[src/rtl/ycbcr_pkg.sv]
// Shared definitions for the RGB -> YCbCr stream converter: coefficient table,
// range offsets and clamp limits, input format codes and the SOF sideband bit.
package ycbcr_pkg;

  localparam int FMT_RGB565 = 0;
  localparam int FMT_RGB888 = 1;

  localparam int SOF_BIT = 0;

  localparam int ACC_W    = 18;
  localparam int ACC_FRAC = 8;
  localparam int V_W      = ACC_W - ACC_FRAC;
  localparam int SAT_W    = 11;
  localparam int ROUND    = 128;

  localparam int Y_OFF_STUDIO = 16;
  localparam int C_OFF        = 128;
  localparam int STUDIO_LO    = 16;
  localparam int STUDIO_Y_HI  = 235;
  localparam int STUDIO_C_HI  = 240;
  localparam int FULL_LO      = 0;
  localparam int FULL_HI      = 255;

  typedef logic signed [8:0]       coef_t;
  typedef logic signed [ACC_W-1:0] acc_t;

  // Encoded as {std, full}, matching the cfg_active port.
  typedef enum logic [1:0] {
    SEL_601_STUDIO = 2'b00,
    SEL_601_FULL   = 2'b01,
    SEL_709_STUDIO = 2'b10,
    SEL_709_FULL   = 2'b11
  } csel_e;

  typedef struct packed {
    logic [7:0] r;
    logic [7:0] g;
    logic [7:0] b;
  } rgb_t;

  // Rows indexed by csel_e; columns Y(R,G,B), Cb(R,G,B), Cr(R,G,B), scaled by 256.
  localparam coef_t COEF_TBL [4][9] = '{
    '{ 9'sd66, 9'sd129, 9'sd25, -9'sd38, -9'sd74, 9'sd112, 9'sd112,  -9'sd94, -9'sd18 },
    '{ 9'sd77, 9'sd150, 9'sd29, -9'sd43, -9'sd85, 9'sd128, 9'sd128, -9'sd107, -9'sd21 },
    '{ 9'sd47, 9'sd157, 9'sd16, -9'sd26, -9'sd86, 9'sd112, 9'sd112, -9'sd102, -9'sd10 },
    '{ 9'sd54, 9'sd183, 9'sd19, -9'sd29, -9'sd99, 9'sd128, 9'sd128, -9'sd116, -9'sd12 }
  };

  function automatic rgb_t expand565(input logic [15:0] d);
    rgb_t p;
    p.r = {d[15:11], d[15:13]};
    p.g = {d[10:5],  d[10:9]};
    p.b = {d[4:0],   d[4:2]};
    return p;
  endfunction

endpackage

[src/rtl/ycbcr_mac.sv]
// One output channel: the 3-term MAC feeds the S2 register; the round/offset/clamp
// half works on the registered accumulator and feeds the output register.
module ycbcr_mac
  import ycbcr_pkg::*;
(
  input  coef_t      k_r,
  input  coef_t      k_g,
  input  coef_t      k_b,
  input  logic [7:0] r,
  input  logic [7:0] g,
  input  logic [7:0] b,
  output acc_t       acc,
  input  acc_t       acc_in,
  input  logic       is_luma,
  input  logic       full,
  output logic [7:0] res
);

  logic signed [V_W-1:0]   v;
  logic signed [SAT_W:0]   sum;
  logic signed [SAT_W-1:0] sat;
  logic signed [SAT_W-1:0] lo;
  logic signed [SAT_W-1:0] hi;

  always_comb begin
    acc = acc_t'(k_r) * acc_t'({10'd0, r})
        + acc_t'(k_g) * acc_t'({10'd0, g})
        + acc_t'(k_b) * acc_t'({10'd0, b})
        + acc_t'(ROUND);
  end

  always_comb begin
    v   = V_W'(acc_in >>> ACC_FRAC);
    sum = (SAT_W+1)'(v) + (is_luma ? (full ? 12'sd0 : 12'(Y_OFF_STUDIO)) : 12'(C_OFF));

    // Bound to the 11-bit signed range first so the final clamp can never see a wrapped value.
    if (sum > 12'sd1023) begin
      sat = 11'sd1023;
    end else if (sum < -12'sd1024) begin
      sat = {1'b1, 10'd0};
    end else begin
      sat = sum[SAT_W-1:0];
    end

    lo = full ? 11'(FULL_LO) : 11'(STUDIO_LO);
    hi = full ? 11'(FULL_HI) : (is_luma ? 11'(STUDIO_Y_HI) : 11'(STUDIO_C_HI));

    if (sat < lo) begin
      res = lo[7:0];
    end else if (sat > hi) begin
      res = hi[7:0];
    end else begin
      res = sat[7:0];
    end
  end

endmodule

[src/rtl/ycbcr_convert_stream.sv]
// RGB565/RGB888 -> YCbCr 4:4:4 stream converter, 3-stage pipeline, 1 beat/clk.
// One global advance enable stalls every stage together; s_ready is combinational from m_ready.
module ycbcr_convert_stream
  import ycbcr_pkg::*;
#(
  parameter int IN_FMT = FMT_RGB565,
  parameter int USER_W = 2
) (
  input  logic              clk,
  input  logic              rst_n,
  input  logic              s_valid,
  output logic              s_ready,
  input  logic [23:0]       s_data,
  input  logic [USER_W-1:0] s_user,
  input  logic              cfg_std,
  input  logic              cfg_full,
  output logic              m_valid,
  input  logic              m_ready,
  output logic [7:0]        m_y,
  output logic [7:0]        m_cb,
  output logic [7:0]        m_cr,
  output logic [USER_W-1:0] m_user,
  output logic [1:0]        cfg_active
);

  logic  en;
  logic  accept;
  logic  sof;
  rgb_t  in_rgb;
  csel_e in_sel;

  logic              s1_vld_q,  s1_vld_d;
  rgb_t              s1_rgb_q,  s1_rgb_d;
  csel_e             s1_sel_q,  s1_sel_d;
  logic [USER_W-1:0] s1_user_q, s1_user_d;

  logic              s2_vld_q,  s2_vld_d;
  acc_t              s2_acc_q [3];
  acc_t              s2_acc_d [3];
  logic              s2_full_q, s2_full_d;
  logic [USER_W-1:0] s2_user_q, s2_user_d;

  logic              m_valid_q, m_valid_d;
  logic [7:0]        m_y_q,     m_y_d;
  logic [7:0]        m_cb_q,    m_cb_d;
  logic [7:0]        m_cr_q,    m_cr_d;
  logic [USER_W-1:0] m_user_q,  m_user_d;
  logic [1:0]        cfg_active_q, cfg_active_d;

  acc_t       mac_acc [3];
  logic [7:0] mac_res [3];

  // Coefficients come from the select registered with the pixel, so in-flight
  // beats keep the setting they entered with.
  for (genvar ch = 0; ch < 3; ch++) begin : g_mac
    ycbcr_mac u_mac (
      .k_r     (COEF_TBL[s1_sel_q][3*ch]),
      .k_g     (COEF_TBL[s1_sel_q][3*ch+1]),
      .k_b     (COEF_TBL[s1_sel_q][3*ch+2]),
      .r       (s1_rgb_q.r),
      .g       (s1_rgb_q.g),
      .b       (s1_rgb_q.b),
      .acc     (mac_acc[ch]),
      .acc_in  (s2_acc_q[ch]),
      .is_luma (ch == 0),
      .full    (s2_full_q),
      .res     (mac_res[ch])
    );
  end

  always_comb begin
    en      = m_ready || !m_valid_q;
    s_ready = en && rst_n;
    accept  = s_valid && s_ready;
    sof     = s_user[SOF_BIT];
    in_sel  = sof ? csel_e'({cfg_std, cfg_full}) : csel_e'(cfg_active_q);
    in_rgb  = (IN_FMT == FMT_RGB888) ? rgb_t'(s_data) : expand565(s_data[15:0]);

    s1_vld_d     = s1_vld_q;
    s1_rgb_d     = s1_rgb_q;
    s1_sel_d     = s1_sel_q;
    s1_user_d    = s1_user_q;
    s2_vld_d     = s2_vld_q;
    s2_acc_d     = s2_acc_q;
    s2_full_d    = s2_full_q;
    s2_user_d    = s2_user_q;
    m_valid_d    = m_valid_q;
    m_y_d        = m_y_q;
    m_cb_d       = m_cb_q;
    m_cr_d       = m_cr_q;
    m_user_d     = m_user_q;
    cfg_active_d = cfg_active_q;

    if (accept && sof) begin
      cfg_active_d = {cfg_std, cfg_full};
    end

    if (en) begin
      s1_vld_d = accept;
      if (accept) begin
        s1_rgb_d  = in_rgb;
        s1_sel_d  = in_sel;
        s1_user_d = s_user;
      end
      s2_vld_d = s1_vld_q;
      if (s1_vld_q) begin
        s2_acc_d  = mac_acc;
        s2_full_d = (s1_sel_q == SEL_601_FULL) || (s1_sel_q == SEL_709_FULL);
        s2_user_d = s1_user_q;
      end
      m_valid_d = s2_vld_q;
      if (s2_vld_q) begin
        m_y_d    = mac_res[0];
        m_cb_d   = mac_res[1];
        m_cr_d   = mac_res[2];
        m_user_d = s2_user_q;
      end
    end
  end

  always_ff @(posedge clk) begin
    if (!rst_n) begin
      s1_vld_q     <= 1'b0;
      s1_rgb_q     <= '0;
      s1_sel_q     <= SEL_601_STUDIO;
      s1_user_q    <= '0;
      s2_vld_q     <= 1'b0;
      for (int i = 0; i < 3; i++) s2_acc_q[i] <= '0;
      s2_full_q    <= 1'b0;
      s2_user_q    <= '0;
      m_valid_q    <= 1'b0;
      m_y_q        <= '0;
      m_cb_q       <= '0;
      m_cr_q       <= '0;
      m_user_q     <= '0;
      cfg_active_q <= '0;
    end else begin
      s1_vld_q     <= s1_vld_d;
      s1_rgb_q     <= s1_rgb_d;
      s1_sel_q     <= s1_sel_d;
      s1_user_q    <= s1_user_d;
      s2_vld_q     <= s2_vld_d;
      for (int i = 0; i < 3; i++) s2_acc_q[i] <= s2_acc_d[i];
      s2_full_q    <= s2_full_d;
      s2_user_q    <= s2_user_d;
      m_valid_q    <= m_valid_d;
      m_y_q        <= m_y_d;
      m_cb_q       <= m_cb_d;
      m_cr_q       <= m_cr_d;
      m_user_q     <= m_user_d;
      cfg_active_q <= cfg_active_d;
    end
  end

  assign m_valid    = m_valid_q;
  assign m_y        = m_y_q;
  assign m_cb       = m_cb_q;
  assign m_cr       = m_cr_q;
  assign m_user     = m_user_q;
  assign cfg_active = cfg_active_q;

endmodule

[config.mk]
export PLATFORM = sky130hd
export DESIGN_NAME = ycbcr_convert_stream
export DESIGN_NICKNAME = d
export VERILOG_FILES = /design/src/rtl/ycbcr_pkg.sv /design/src/rtl/ycbcr_mac.sv /design/src/rtl/ycbcr_convert_stream.sv
export SDC_FILE = /design/constraint.sdc
export NUM_CORES = 1
export LEC_CHECK = 0
export BUFFER_PORTS_ARGS = -buffer_cell sky130_fd_sc_hd__buf_2
export CORE_MARGIN = 1
export CORE_UTILIZATION = 55
export CTS_BUF_LIST = sky130_fd_sc_hd__clkbuf_4 sky130_fd_sc_hd__clkbuf_8
export DETAILED_ROUTE_END_ITERATION = 8
export MAX_ROUTING_LAYER = met4
export PLACE_DENSITY = 0.73
export SLEW_MARGIN = 20
export SYNTH_ARGS = -nofsm -noshare
export SYNTH_HDL_FRONTEND = slang
export SYNTH_HIERARCHICAL = 1
export SYNTH_SLANG_ARGS = --single-unit
[constraint.sdc]
create_clock -name clk -period 23.8 [get_ports clk]
set_input_delay 1.19 -clock clk [delete_from_list [all_inputs] [get_ports clk]]
set_output_delay 1.19 -clock clk [all_outputs]
set_load 0.05 [all_outputs]
* Word level (Yosys, flattened, before mapping)
Cells that the tools add are included.
** Operators by class
- Add/subtract/negate cells :: 12
- $mul :: 9
- Magnitude comparators :: 13
- Equal/unequal tests :: 2
- Mux-type cells :: 20
- Bitwise gates (word level) :: 1
- Reduce and logical (&&, ||, !) cells :: 9
** Operators with widths (count)
- $bmux 81 s2 :: 1
- $mul 9x9->18 :: 9
- $mux 81 :: 2
- $add 18x18->18 :: 6
- $mux 11 :: 6
- $add 18x9->18 const B :: 3
- $mux 8 :: 6
- $gt 12x11->1 const B :: 3
- $lt 12x11->1 const B :: 3
- $add 10x9->11 const B :: 2
- $gt 11x11->1 :: 2
- $lt 11x6->1 :: 2
- $mux 5 :: 3
- $add 10x6->11 :: 1
- $gt 11x9->1 :: 1
- $lt 11x11->1 :: 1
- $reduce_and 2->1 :: 3
- $mux 4 :: 1
- $ge 3x3->1 const B :: 1
- $logic_and 1x1->1 :: 3
- $not 2->3 :: 1
- $eq 2x1->1 const B :: 1
- $eq 2x2->1 const B :: 1
- $logic_or 1x1->1 :: 2
- 2 further kinds :: 2
** Storage, ports and cells
- Bits in registers :: 116
- Input port bits :: 32

* Logic depth before layout (Yosys ltp)
- Depth in word-level cells :: 8
- Mapped depth :: 28
- Depth with buffers taken out :: 27

* Modules after synthesis
Netlist, hierarchy kept.
** Modules (own cells, without submodules)
- ycbcr_mac (g_mac[0].u_mac) :: times used 1, cells each 1041, area an instance 9406.5 µm², seq. area each 0.0 µm²
- ycbcr_mac (g_mac[1].u_mac) :: times used 1, cells each 1027, area an instance 9364.0 µm², seq. area each 0.0 µm²
- ycbcr_mac (g_mac[2].u_mac) :: times used 1, cells each 1024, area an instance 9342.7 µm², seq. area each 0.0 µm²
- ycbcr_convert_stream :: times used 1, cells each 513, area an instance 4294.1 µm², seq. area each 2162.1 µm²

* Least setup slack after synthesis
OpenSTA, ideal clock, no wires.
- Path kind :: flip-flop to flip-flop
- Start :: register s1_sel_q[1]
- End :: register s2_acc_q[33] (netlist name)
- Arrival :: 7.748 ns
- Setup slack :: 15.982 ns
- Stages on the path, launching flop included :: 25
- Period minus slack after synthesis :: 7.818 ns
- Cell sequence :: dfxtp_1 > inv_1 > ha_1 > inv_1 > and2_1 > fa_1 > inv_1 > fa_1 > inv_1 > fa_1 > fa_1 > fa_1 > fa_1 > inv_1 > fa_1 > inv_1 > ha_1 > a21o_1 > a2111o_1 > a41o_1 > a31o_1 > a21oi_2 > xnor2_1 > nand3_1 > a21oi_1
** RTL lines
- from (decl) :: line ycbcr_convert_stream.sv:34 : csel_e s1_sel_q, s1_sel_d;
- from (signal assigned) :: line ycbcr_convert_stream.sv:140 : s1_sel_q <= s1_sel_d;
- to (decl) :: line ycbcr_convert_stream.sv:38 : acc_t s2_acc_q [3];

==> out/results.env <==
ANTENNA_VIOLATING_NETS_POST_ROUTE=0
GP_ROUTABILITY_CONGESTION=0.874
CRITPATHCAPTURETYPE='flop'
SETUP_VIOL_COUNT_FINAL=0
POWER.IR.VDD_WORST_mV=0.204
GRT_MAX_DEGREE=87
CLK-INSERTION-DELAY-LATE_NS=0.37
DETAIL_ROUTE.VIAS_PER_CELL=4.87
FINALCRITICALPERIOD_NS=8.39
FIRST_GLOBAL_VIAS=23000
FLOORPLAN.IO_PINS=62
DRT_PASS1_ITERATIONS=5
TRITONCTS_CLOCK_TREE='yes'
ANT_CELLS=0
WORSTREG2REGSTART='s1_sel_q[1]'
YS.WARNINGS.COUNT=6
CRITICAL_PATH_ARRIVAL_NS=8.69
GRT_FIRST_PASS_WIRELENGTH_UM=114000
DIE_WIDTH_UM=241
POST_CTS.REPAIR.SETUP_BUFFERS=0
MET3_WIRELENGTH_UM=2430
CORE-AREA_UM2=56400
CRITPATHMAXFANOUT=56
GRT_UTIL_ALL_LAYERS_PCT=25.4
TOTAL_NEGATIVE_SLACK_NS=0
SETUP.WORST_PATH.CLASS='reg -> reg'
CTS_HTREE_LEVELS=3
TOTAL_POWER_mW=4.21
MAXSLEWHEADROOM_PCT=29.1
LEAKAGE_nW=17.9
CLOCK_NET_SINK_COUNT=84
DRC=0
AREA_GROWTH_FROM_SYNTHESIS_TO_LAYOUT_PCT=6.76
WL_MET2_UM=31800
GR-TOTAL-OVERFLOW=0
SLEW_AT_THE_PIN_WITH_THE_WORST_MAX_SLEW_SLACK_NS=1.06
POWER.DENSITY_CELL_AREA_nW_PER_UM2=126
COUNT_OF_MAPPED_CELLS_OUT_OF_SYNTHESIS=3485
FINAL.PERIOD_UTILIZATION_PCT=35.2
HOLDCRITPATHCLASS='reg -> reg'
CTS-HOLD-FIX-BUFFERS=0
DETAILEDPLACEMENTHPWL_UM=51900
INITIAL_UTIL_PCT=55.7
WL_MET1_UM=30800
WORSTPATHREQUIRED_NS=24.10
PLACEMENT.IO_BUFFERS=53
MAX_CAP_VIOL_COUNT=0
ROUTEDWLPERCELL_UM=14.7
DIEHEIGHT_UM=241
CTS_BUFFER_DEPTH=2
ROUTE.FINAL.WIRE_LENGTH_UM=66100
LAYOUT_CELLS_SIZED_ABOVE_1_PCT=3.90
PLACEMENTROWS=87
CTS_RESIZED=0
CLOCK_TREE.ROOT_CELL='sky130_fd_sc_hd__clkbuf_8'
VIAS_AFTER_DETAILED_ROUTING=21900
RSZ_0062_RAISED_AFTER_GLOBAL_ROUTING='no'
FINALMAXSLEWVIOLATIONS=0
CRIT_PATH_START_KIND='flop'
CLOCK_SKEW_NS=0.0161
CTS_BUFFER_COUNT=9
FINAL-HOLD-VIOLATION-COUNT=0
TOP_LAYER='met4'
GRT_ANTENNA_BEFORE_REPAIR=0
LAUNCHING_INSTANCE_OR_PORT_OF_THE_CRITICAL_PATH='s1_sel_q[1]'
FP.DIEAREA_UM2=58000
FINAL_NET_COUNT=4806
RUN_STATUS='finished, final reports clean'
NUMBER_OF_DRC_MARKERS_IN_ITERATION_0=907
PER_INSTANCE_AVERAGE_AREA_AFTER_SYNTHESIS_UM2=9.01
MAPPEDNETLISTAREA_UM2=31400
CLK_TRANSITION_REPORTED_PATHS_NS=0.09
FMAX_GHz=0.119
HOLD_PATH_STARTPOINT='s1_user_q[1]'
## area by class of cell
cell class	instances	area, um^2
clock buffers	9	124
clock inverters	7	98.8
fillers	5035	22900
inverters	993	3730
multi-input cells	2566	26500
flip-flops and latches	84	1700
well taps	756	946
repair buffers	80	468
## where the power goes
group          total, mW  internal (mW)  switching [mW]
combinational       3.91           1.65            2.26
sequential         0.181          0.161          0.0207
clock              0.116         0.0594          0.0563
total               4.21           1.87            2.34
## through the flow
step	setup WS [ns]	cell area (um^2)	cells	hold WS, ns	utilization [%]
2_1_floorplan	15.99	32300	3732	0.436	-
6_report	15.41	33500	4495	0.474	59.4
5_1_grt	14.95	33500	4495	0.495	59.4
4_1_cts	15.41	33500	4495	0.475	59.4
3_3_place_gp	15.54	33300	4479	0.451	59.0
3_5_place_dp	15.47	33300	4479	0.462	59.0
## worst paths after layout
kind | depth (start not counted) | endpoint | slack [ns]
max | 26 | s2_acc_q[33] | 15.41
max reg2reg | 26 | s2_acc_q[33] | 15.41
min reg2reg | 2 | s2_user_q[1] | 0.47
min | 2 | s2_user_q[1] | 0.47
## per-layer routing
layer  up-vias  GRT usage (%)
met2       407           42.0
met5         -              -
li1      10500              -
met4         0           4.12
met3        67           1.17
met1     10900           35.3
## flip-flops by register name (all words and copies together) (netlist names)
register and flops:
cfg_active 2, m_cb 8, m_cr 8, m_user 2, m_valid 1, m_y 8, s1_rgb_q 16, s1_sel_q 2
s1_user_q 2, s1_vld_q 1, s2_acc_q 30, s2_full_q 1, s2_user_q 2, s2_vld_q 1
## worst max-delay path, stage by stage, from the launching register on
cell and delay, ns:
sky130_fd_sc_hd__dfxtp_1 0.31, sky130_fd_sc_hd__buf_4 0.28, sky130_fd_sc_hd__inv_1 0.12, sky130_fd_sc_hd__buf_4 0.42, sky130_fd_sc_hd__ha_1 0.23, sky130_fd_sc_hd__buf_4 0.27, sky130_fd_sc_hd__or2_2 0.87, sky130_fd_sc_hd__nand2_1 0.19
sky130_fd_sc_hd__fa_1 0.55, sky130_fd_sc_hd__fa_1 0.52, sky130_fd_sc_hd__fa_1 0.52, sky130_fd_sc_hd__inv_1 0.06, sky130_fd_sc_hd__fa_1 0.44, sky130_fd_sc_hd__fa_1 0.50, sky130_fd_sc_hd__fa_1 0.50, sky130_fd_sc_hd__inv_1 0.05
sky130_fd_sc_hd__fa_1 0.47, sky130_fd_sc_hd__inv_1 0.04, sky130_fd_sc_hd__ha_1 0.35, sky130_fd_sc_hd__a21o_1 0.20, sky130_fd_sc_hd__a2111o_1 0.39, sky130_fd_sc_hd__a41o_1 0.24, sky130_fd_sc_hd__a31o_1 0.23, sky130_fd_sc_hd__a21oi_2 0.14
sky130_fd_sc_hd__xnor2_1 0.13, sky130_fd_sc_hd__nand3_1 0.12, sky130_fd_sc_hd__a21oi_1 0.15
## cell usage in the layout (no fill, tap or decap), types with 4 or more instances in the layout
master,instances
sky130_fd_sc_hd__nand3_1,88
sky130_fd_sc_hd__nand2_1,305
sky130_fd_sc_hd__o21ai_1,11
sky130_fd_sc_hd__buf_4,27
sky130_fd_sc_hd__and3_1,8
sky130_fd_sc_hd__o21ai_0,81
sky130_fd_sc_hd__xnor2_1,67
sky130_fd_sc_hd__xor2_1,21
sky130_fd_sc_hd__and2_1,393
sky130_fd_sc_hd__nor2_1,41
sky130_fd_sc_hd__nor3_1,7
sky130_fd_sc_hd__ha_1,344
sky130_fd_sc_hd__nand2b_1,5
sky130_fd_sc_hd__a211oi_1,8
sky130_fd_sc_hd__a21o_1,22
sky130_fd_sc_hd__dfxtp_1,72
sky130_fd_sc_hd__a21oi_1,112
sky130_fd_sc_hd__clkinvlp_4,4
sky130_fd_sc_hd__fa_1,696
sky130_fd_sc_hd__nand4_1,8
sky130_fd_sc_hd__dfxtp_2,12
sky130_fd_sc_hd__buf_2,53
sky130_fd_sc_hd__mux2i_1,4
sky130_fd_sc_hd__inv_1,991
sky130_fd_sc_hd__o211ai_1,5
sky130_fd_sc_hd__clkbuf_8,9
sky130_fd_sc_hd__a211oi_2,4
sky130_fd_sc_hd__conb_1,249
sky130_fd_sc_hd__o21a_1,14
sky130_fd_sc_hd__a31oi_1,5
(Power assumes the default switching activity.)
